`src/rtl/vga_sync_decoder.sv`:
```
// VGA sync decoder: recovers pixel/line position, active-video flag and lock
// status from free-running active-low hsync/vsync inputs. Both syncs are
// synchronized into clk_i; only their falling edges are used.
module vga_sync_decoder #(
    parameter int H_DISPLAY  = 640,
    parameter int H_TOTAL    = 784,
    parameter int V_DISPLAY  = 480,
    parameter int V_TOTAL    = 502,
    parameter int H_EDGE_POS = 651,
    parameter int V_EDGE_POS = 494,
    parameter int LOCK_LINES = 4
) (
    input  logic        clk_i,
    input  logic        rst_ni,
    input  logic        hsync_i,
    input  logic        vsync_i,
    output logic [9:0]  hpos_o,
    output logic [8:0]  vpos_o,
    output logic        display_on_o,
    output logic        locked_o,
    output logic [10:0] line_len_o,
    output logic [9:0]  frame_lines_o,
    output logic        err_o
);

    typedef enum logic [1:0] {
        SEARCH  = 2'd0,
        MEASURE = 2'd1,
        LOCKED  = 2'd2
    } h_state_e;

    localparam logic [10:0] HPER_MAX   = 11'h7FF;
    localparam logic [9:0]  LCNT_MAX   = 10'h3FF;
    localparam logic [10:0] H_TOTAL_M1 = 11'(H_TOTAL - 1);
    localparam logic [9:0]  H_LAST     = 10'(H_TOTAL - 1);
    localparam logic [9:0]  H_EDGE     = 10'(H_EDGE_POS);
    localparam logic [9:0]  H_DISP_L   = 10'(H_DISPLAY);
    localparam logic [8:0]  V_LAST     = 9'(V_TOTAL - 1);
    localparam logic [8:0]  V_EDGE     = 9'(V_EDGE_POS);
    localparam logic [8:0]  V_DISP_L   = 9'(V_DISPLAY);
    localparam logic [9:0]  V_TOTAL_L  = 10'(V_TOTAL);
    localparam logic [2:0]  LOCK_L     = 3'(LOCK_LINES);

    // bit 0 = hsync, bit 1 = vsync
    logic [1:0] sync_raw;
    logic [1:0] sync_det;
    logic       hsync_det;
    logic       vsync_det;

    assign sync_raw  = {vsync_i, hsync_i};
    assign hsync_det = sync_det[0];
    assign vsync_det = sync_det[1];

    genvar gi;
    generate
        for (gi = 0; gi < 2; gi++) begin : g_sync
            logic s1_reg;
            logic s2_reg;
            logic s3_reg;

            // Two-flop synchronizer plus history flop; idle (high) in reset so
            // the first edge after release is seen from a clean history.
            always_ff @(posedge clk_i or negedge rst_ni) begin
                if (!rst_ni) begin
                    s1_reg <= 1'b1;
                    s2_reg <= 1'b1;
                    s3_reg <= 1'b1;
                end else begin
                    s1_reg <= sync_raw[gi];
                    s2_reg <= s1_reg;
                    s3_reg <= s2_reg;
                end
            end

            assign sync_det[gi] = s3_reg & ~s2_reg;
        end
    endgenerate

    h_state_e    state_reg, state_next;
    logic [2:0]  gcnt_reg, gcnt_next;
    logic [10:0] hper_reg, hper_next;
    logic [9:0]  lcnt_reg, lcnt_next;
    logic [9:0]  hpos_reg, hpos_next;
    logic [8:0]  vpos_reg, vpos_next;
    logic [10:0] line_len_reg, line_len_next;
    logic [9:0]  frame_lines_reg, frame_lines_next;
    logic        vlock_reg, vlock_next;
    logic        locked_reg, locked_next;
    logic        display_reg, display_next;
    logic        err_reg, err_next;

    logic [10:0] hper_sat;
    logic [9:0]  lcnt_sat;
    logic        line_match;
    logic        hsync_timeout;

    assign hper_sat      = (hper_reg == HPER_MAX) ? HPER_MAX : hper_reg + 11'd1;
    assign lcnt_sat      = (lcnt_reg == LCNT_MAX) ? LCNT_MAX : lcnt_reg + 10'd1;
    assign line_match    = hsync_det && (hper_reg == H_TOTAL_M1);
    assign hsync_timeout = (hper_reg == HPER_MAX);

    // Horizontal lock FSM state register.
    always_ff @(posedge clk_i or negedge rst_ni) begin
        if (!rst_ni) begin
            state_reg <= SEARCH;
            gcnt_reg  <= 3'd0;
        end else begin
            state_reg <= state_next;
            gcnt_reg  <= gcnt_next;
        end
    end

    // Horizontal lock FSM: count good lines, drop out on a bad line or timeout.
    always_comb begin
        state_next = state_reg;
        gcnt_next  = gcnt_reg;
        err_next   = 1'b0;
        case (state_reg)
            SEARCH: begin
                if (hsync_det) begin
                    state_next = MEASURE;
                    gcnt_next  = 3'd0;
                end
            end
            MEASURE: begin
                if (hsync_timeout) begin
                    state_next = SEARCH;
                    gcnt_next  = 3'd0;
                end else if (hsync_det) begin
                    if (line_match) begin
                        gcnt_next = gcnt_reg + 3'd1;
                        if (gcnt_reg + 3'd1 == LOCK_L) begin
                            state_next = LOCKED;
                        end
                    end else begin
                        gcnt_next = 3'd0;
                    end
                end
            end
            LOCKED: begin
                if (hsync_timeout || (hsync_det && !line_match)) begin
                    state_next = SEARCH;
                    gcnt_next  = 3'd0;
                    err_next   = 1'b1;
                end
            end
            default: begin
                state_next = SEARCH;
                gcnt_next  = 3'd0;
            end
        endcase
    end

    // Period/line counters and recovered position.
    always_comb begin
        hper_next        = hsync_det ? 11'd0 : hper_sat;
        line_len_next    = hsync_det ? hper_sat : line_len_reg;
        lcnt_next        = hsync_det ? lcnt_sat : lcnt_reg;
        frame_lines_next = frame_lines_reg;
        hpos_next        = hpos_reg;
        vpos_next        = vpos_reg;

        if (vsync_det) begin
            // A coincident hsync edge still belongs to the frame being closed.
            frame_lines_next = hsync_det ? lcnt_sat : lcnt_reg;
            lcnt_next        = 10'd0;
        end

        if (hsync_det) begin
            hpos_next = H_EDGE;
        end else if (hpos_reg == H_LAST) begin
            hpos_next = 10'd0;
        end else begin
            hpos_next = hpos_reg + 10'd1;
        end

        if (vsync_det) begin
            vpos_next = V_EDGE;
        end else if (!hsync_det && hpos_reg == H_LAST) begin
            vpos_next = (vpos_reg == V_LAST) ? 9'd0 : vpos_reg + 9'd1;
        end
    end

    // Vertical lock and the status flags aligned with hpos/vpos.
    always_comb begin
        vlock_next = vlock_reg;
        if (vsync_det) begin
            vlock_next = (frame_lines_next == V_TOTAL_L);
        end
        if (state_reg == LOCKED && state_next != LOCKED) begin
            vlock_next = 1'b0;
        end
        locked_next  = (state_next == LOCKED) && vlock_next;
        display_next = locked_next && (hpos_next < H_DISP_L) && (vpos_next < V_DISP_L);
    end

    // Datapath and output registers.
    always_ff @(posedge clk_i or negedge rst_ni) begin
        if (!rst_ni) begin
            hper_reg        <= 11'd0;
            lcnt_reg        <= 10'd0;
            hpos_reg        <= 10'd0;
            vpos_reg        <= 9'd0;
            line_len_reg    <= 11'd0;
            frame_lines_reg <= 10'd0;
            vlock_reg       <= 1'b0;
            locked_reg      <= 1'b0;
            display_reg     <= 1'b0;
            err_reg         <= 1'b0;
        end else begin
            hper_reg        <= hper_next;
            lcnt_reg        <= lcnt_next;
            hpos_reg        <= hpos_next;
            vpos_reg        <= vpos_next;
            line_len_reg    <= line_len_next;
            frame_lines_reg <= frame_lines_next;
            vlock_reg       <= vlock_next;
            locked_reg      <= locked_next;
            display_reg     <= display_next;
            err_reg         <= err_next;
        end
    end

    assign hpos_o        = hpos_reg;
    assign vpos_o        = vpos_reg;
    assign display_on_o  = display_reg;
    assign locked_o      = locked_reg;
    assign line_len_o    = line_len_reg;
    assign frame_lines_o = frame_lines_reg;
    assign err_o         = err_reg;

endmodule
```
`config.mk`:
```
export PLATFORM = sky130hd
export DESIGN_NAME = vga_sync_decoder
export DESIGN_NICKNAME = d
export VERILOG_FILES = /design/src/rtl/vga_sync_decoder.sv
export SDC_FILE = /design/constraint.sdc
export NUM_CORES = 1
export LEC_CHECK = 0
export ABC_CLOCK_PERIOD_IN_PS = 4350
export BUFFER_PORTS_ARGS = -buffer_cell sky130_fd_sc_hd__buf_2
export CAP_MARGIN = 20
export CORE_UTILIZATION = 45
export CTS_CLUSTER_DIAMETER = 100
export DETAILED_ROUTE_END_ITERATION = 6
export GPL_TIMING_DRIVEN = 1
export PLACE_DENSITY_LB_ADDON = 0.1
export SLEW_MARGIN = 10
export SYNTH_ARGS = -nofsm -noshare
export SYNTH_HDL_FRONTEND = slang
export SYNTH_SLANG_ARGS = --single-unit
```
`constraint.sdc`:
```
create_clock -name clk_i -period 4.35 [get_ports clk_i]
set_clock_uncertainty 0.05 [all_clocks]
set_input_delay 0.2175 -clock clk_i [delete_from_list [all_inputs] [get_ports clk_i]]
set_output_delay 0.2175 -clock clk_i [all_outputs]
set_load 0.03 [all_outputs]
```
After elaboration in Yosys (flattened, before gate mapping)
Index checks and enable logic that the tools add are counted.
- output and inout port bits: 43
- bits of input ports: 4
- register bits: 76
- reduce and logical (&&, ||, !) cells: 12
- bitwise logic cells: 4
- order comparisons: 2
- multiplexer cells: 28
- eq/ne operators: 14
- add/sub/neg operators: 5
- operators with widths (cell ; number):
    10-bit 2-to-1 mux ; 6
    9-bit 2-to-1 mux ; 3
    11-bit 2-to-1 mux ; 2
    10-bit by 1-bit adder with 10-bit output, second input constant ; 2
    10-bit == test, second input constant ; 2
    3-bit 2-to-1 mux ; 5
    2-bit 2-to-1 mux ; 6
    11-bit by 1-bit adder with 11-bit output, second input constant ; 1
    11-bit by 10-bit == test with 1-bit output, second input constant ; 1
    11-bit == test, second input constant ; 1
    10-bit by 9-bit == test with 1-bit output, second input constant ; 1
    10-bit < comparator, second input constant ; 1
    9-bit by 1-bit adder with 9-bit output, second input constant ; 1
    9-bit == test, second input constant ; 1
    9-bit < comparator, second input constant ; 1
    3-bit one-hot mux with 3 select lines ; 1
    1-bit logical AND ; 7
    2-bit inequality test, second input constant ; 3
    2-bit one-hot mux with 3 select lines ; 1
    2-bit == test, second input constant ; 2
    1-bit 2-to-1 mux ; 4
    3-bit by 1-bit adder with 3-bit output, second input constant ; 1
    3-bit == test, second input constant ; 1
    3-bit inequality test, second input constant ; 1
    7 further kinds ; 10

Longest topological paths before layout
- word-level depth: 14
- gate-level depth with buffers: 9

Worst setup path before layout
No wires, ideal clock.
- path kind: reg-to-reg
- start point: register hpos_reg[4], in the netlist hpos_o[4]
- end point: register display_reg, in the netlist display_on_o
- data arrival time: 2.383 ns
- library setup time: 0.080 ns
- stages on the path, launching flop included: 7
- slack: 1.837 ns
- buffers on the path: 0
- period minus slack after synthesis: 2.513 ns
- cell sequence: dfrtp_1 or4_4 or4_4 a211o_1 a211o_1 a41o_1 nor3_2
- word-level cells in the longest chain between the ends: 6
- elaborated cells between the ends (all ways): 11
- ends and longest elaborated chain (element ; RTL line ; source):
    from (decl) ; 83 ; logic [9:0] hpos_reg, hpos_next;
    from (signal assigned) ; 213 ; hpos_reg <= hpos_next;
    10-bit == test ; 179 ; end else if (!hsync_det && hpos_reg == H_LAST) begin
    1-bit logical AND ; 179 ;
    9-bit 2-to-1 mux ; 179 ;
    9-bit 2-to-1 mux ; 177 ; if (vsync_det) begin
    via vpos_next[7] ; 84 ; logic [8:0] vpos_reg, vpos_next;
    9-bit < comparator ; 194 ; display_next = locked_next && (hpos_next < H_DISP_L) && (vpos_next < V_DISP_L);
    1-bit logical AND ; 194 ;
    via display_next ; 89 ; logic display_reg, display_next;
    to (signal assigned) ; 219 ; display_reg <= display_next;
    to (decl) ; 89 ;
The timed path passes the listed nets, and every way through them passes these cells.
A chain may end at the register's enable or synchronous reset.

Final worst setup path
- start point: register g_sync[0].s2_reg
- end point: register display_reg, in the netlist display_on_o
- elaborated cells between the ends (all ways): 30
- RTL lines (element ; RTL line ; source):
    from (decl) ; 58 ; logic s2_reg;
    from (signal assigned) ; 70 ; s2_reg <= s1_reg;
    1-bit NOT ; 75 ; assign sync_det[gi] = s3_reg & ~s2_reg;
    1-bit bitwise AND ; 75 ;
    1-bit zero test ; 179 ;
    1-bit logical AND ; 179 ;
    9-bit 2-to-1 mux ; 179 ;
    9-bit 2-to-1 mux ; 177 ;
    via vpos_next[7] ; 84 ;
    9-bit < comparator ; 194 ;
    1-bit logical AND ; 194 ;
    via display_next ; 89 ;
The timed path passes the listed nets, and every way through them passes these cells.

==> metrics.yaml <==
detailed_routing:
  antenna_left: 0
  drtIter0Drc: 159
  wire_per_inst_um: 14.2
  vias: 2729
  remaining_drc_errors: 0
  finalWirelength_um: 7320
  via_per_inst: 5.31
  drt-pass1-iter-count: 5
synthesis:
  synth_flop_cell: "dfrtp_1"
  synthDistinctLibCells: 55
  avgSynthCellArea_um2: 9.97
  syn_area_um2: 3560
  yosysMostFrequentCell: "dfrtp_1"
  ys_seq_elements: 76
  synth.area.top_cells: "dfrtp_1, nor2_1, o21ai_0"
  yosys.area.top_type: "dfrtp_1"
  synth_top_area_share_pct: 49.2
  synth_edf_count: 0
  yosys_warnings: 0
  synth_fp_nets: 368
  synth_seq_area_share_pct: 53.6
  ys_async_sr_fraction_pct: 100
  synth_commonest_cells: "dfrtp_1, nor2_1, nand2_1"
  synthCells: 357
clocking:
  cts_tree: "yes"
  ctsResizeCount: 0
  cts_buffers: 9
  clkTransAtPathRegs_ns: 0.08
  htreeDepth: 3
  cts.sink_count: 76
  cts_root_buf: "clkbuf_8"
  clkLatencyLatePin_ns: 0.35
  cts_buffer_depth: 2
  post-cts-setup-buffer-count: 0
  holdBufCountCts: 3
die:
  rows: 32
  start_util_pct: 46.3
  core_um2: 7690
  dieArea_um2: 8270
  io_pins: 47
  die_x_um: 91.0
  die_h_um: 91.0
setup_path:
  required_ns: 4.57
  end_kind: "flop"
  start_kind: "flop"
  worst-path-max-fanout: 27
  critPathArrivalTime_ns: 2.91
  critPathKind: "reg2reg"
global_routing:
  antenna_found_initial: 0
  grt_util_met1_pct: 25.6
  globalRouteMet3Util_pct: 5.36
  grt_busiest_layer: "met2"
  grt_max_degree: 77
  overflow: 0
  grt_first_pass_wirelength_um: 12600
  grtUsageMet2_pct: 30.7
  grt_use_total_pct: 19.6
  grt_pass1_vias: 2618
final_layout:
  fin_cells: 514
  area_growth_pct: 14.7
  drive_gt1_share_pct: 19.9
  num-fill-cells: 721
  fin_nets: 418
  diodes: 0
sta:
  rsz0062_at_grt: "no"
  relSlewSlack_pct: 37.6
  tightest_slew_ns: 0.936
  fin_crit_sh_pct: 61.7
  drv_slew: 0
  finalCriticalPeriod_ns: 2.68
  hold_ws_ns: 0.312
  max_freq_ghz: 0.373
  fin_ws_ns: 1.67
  fin_tns_setup_ns: 0
  setup_violations: 0
  hold_viol: 0
run_status:
  status: "completed"
run:
  cap_violations: 0
place:
  portBuffers: 46
  place_ws_ns: 1.67
  place_congestion: 0.800
  post-dp-hpwl_um: 4960
  numPlacedInstances: 494
min_path:
  hold_class: "reg2reg"
power:
  peakVddDrop_uv: 303
  total_power_uw: 1600
  leakage_uw: 0.00192
  p_per_area_nw_per_um2: 393
-- layout by cell type (no fill, tap or decap), types with 5 or more instances in the layout --
| master | n |
|---|---|
| xor2_1 | 6 |
| inv_1 | 10 |
| dfstp_2 | 6 |
| buf_2 | 45 |
| xnor2_1 | 8 |
| nand3_1 | 12 |
| mux2i_1 | 6 |
| nand2b_1 | 8 |
| nor3_1 | 5 |
| nor2_1 | 47 |
| o21ai_0 | 33 |
| nand2_1 | 39 |
| clkbuf_8 | 11 |
| ha_1 | 7 |
| a21oi_1 | 11 |
| and3_1 | 10 |
| dfrtp_1 | 70 |
| nand4_1 | 6 |
-- worst max-delay path, cell delays in order (launching register included) --
cell,delay [ns]
dfstp_2,0.57
and2b_2,0.40
or4_4,0.68
a211o_1,0.29
a211o_1,0.30
a41o_1,0.19
nor3_2,0.10
-- area by class of cell --
cell class	instances	area [µm²]	area share [%]
Multi-Input combinational cell	258	1540	37.8
Clock buffer	12	155	3.80
Clock inverter	4	25.0	0.613
Inverter	10	37.5	0.919
Tap cell	102	128	3.13
Sequential cell	76	1910	46.8
Timing Repair Buffer	52	285	6.99
-- kinds of logic (layout without fill, tap and decap cells) --
kind of cell | Yosys count | after routing | share of synthesized area [%]
AOI/OAI and AO/OA | 68 | 68 | 11.7
xor gates and xnor gates | 14 | 14 | 3.44
adders and majority gates | 8 | 8 | 2.74
buffers and inverters | 23 | 78 | 3.06
DFF | 76 | 76 | 53.6
muxes | 7 | 7 | 2.00
and+or+nand+nor | 161 | 161 | 23.5
-- worst paths after layout --
kind	start	endpoint	slack (ns)	cells past startpoint
max reg2reg	g_sync[0].s2_reg	display_on_o	1.67	6
min	g_sync[1].s1_reg	g_sync[1].s2_reg	0.31	0
max in group asynchronous	rst_ni	lcnt_reg[8]	3.13	2
max	g_sync[0].s2_reg	display_on_o	1.67	6
min in group asynchronous	rst_ni	vpos_o[3]	0.49	2
min reg2reg	g_sync[1].s1_reg	g_sync[1].s2_reg	0.31	0
-- per-stage QoR --
stage	area [µm²]	utilization [%]
after detailed placement	3860	50.3
after global placement	3860	50.3
after global routing	4080	53.1
final	4080	53.1
after CTS	4080	53.0
after floorplan	3560	-
-- per-layer routing --
metal,vias up,share of wire (%),routed length (µm)
li1,1351,-,-
met3,15,3.8,281
met2,62,47,3460
met5,-,0,0
met4,0,1.8,135
met1,1301,47,3440
-- report_power, final --
part | switching [µW] | internal (µW) | total (µW)
combinational | 188 | 94.1 | 282
clock | 255 | 237 | 492
sequential | 59.8 | 771 | 830
total | 503 | 1100 | 1600
Power figures use the tool's default switching activity.
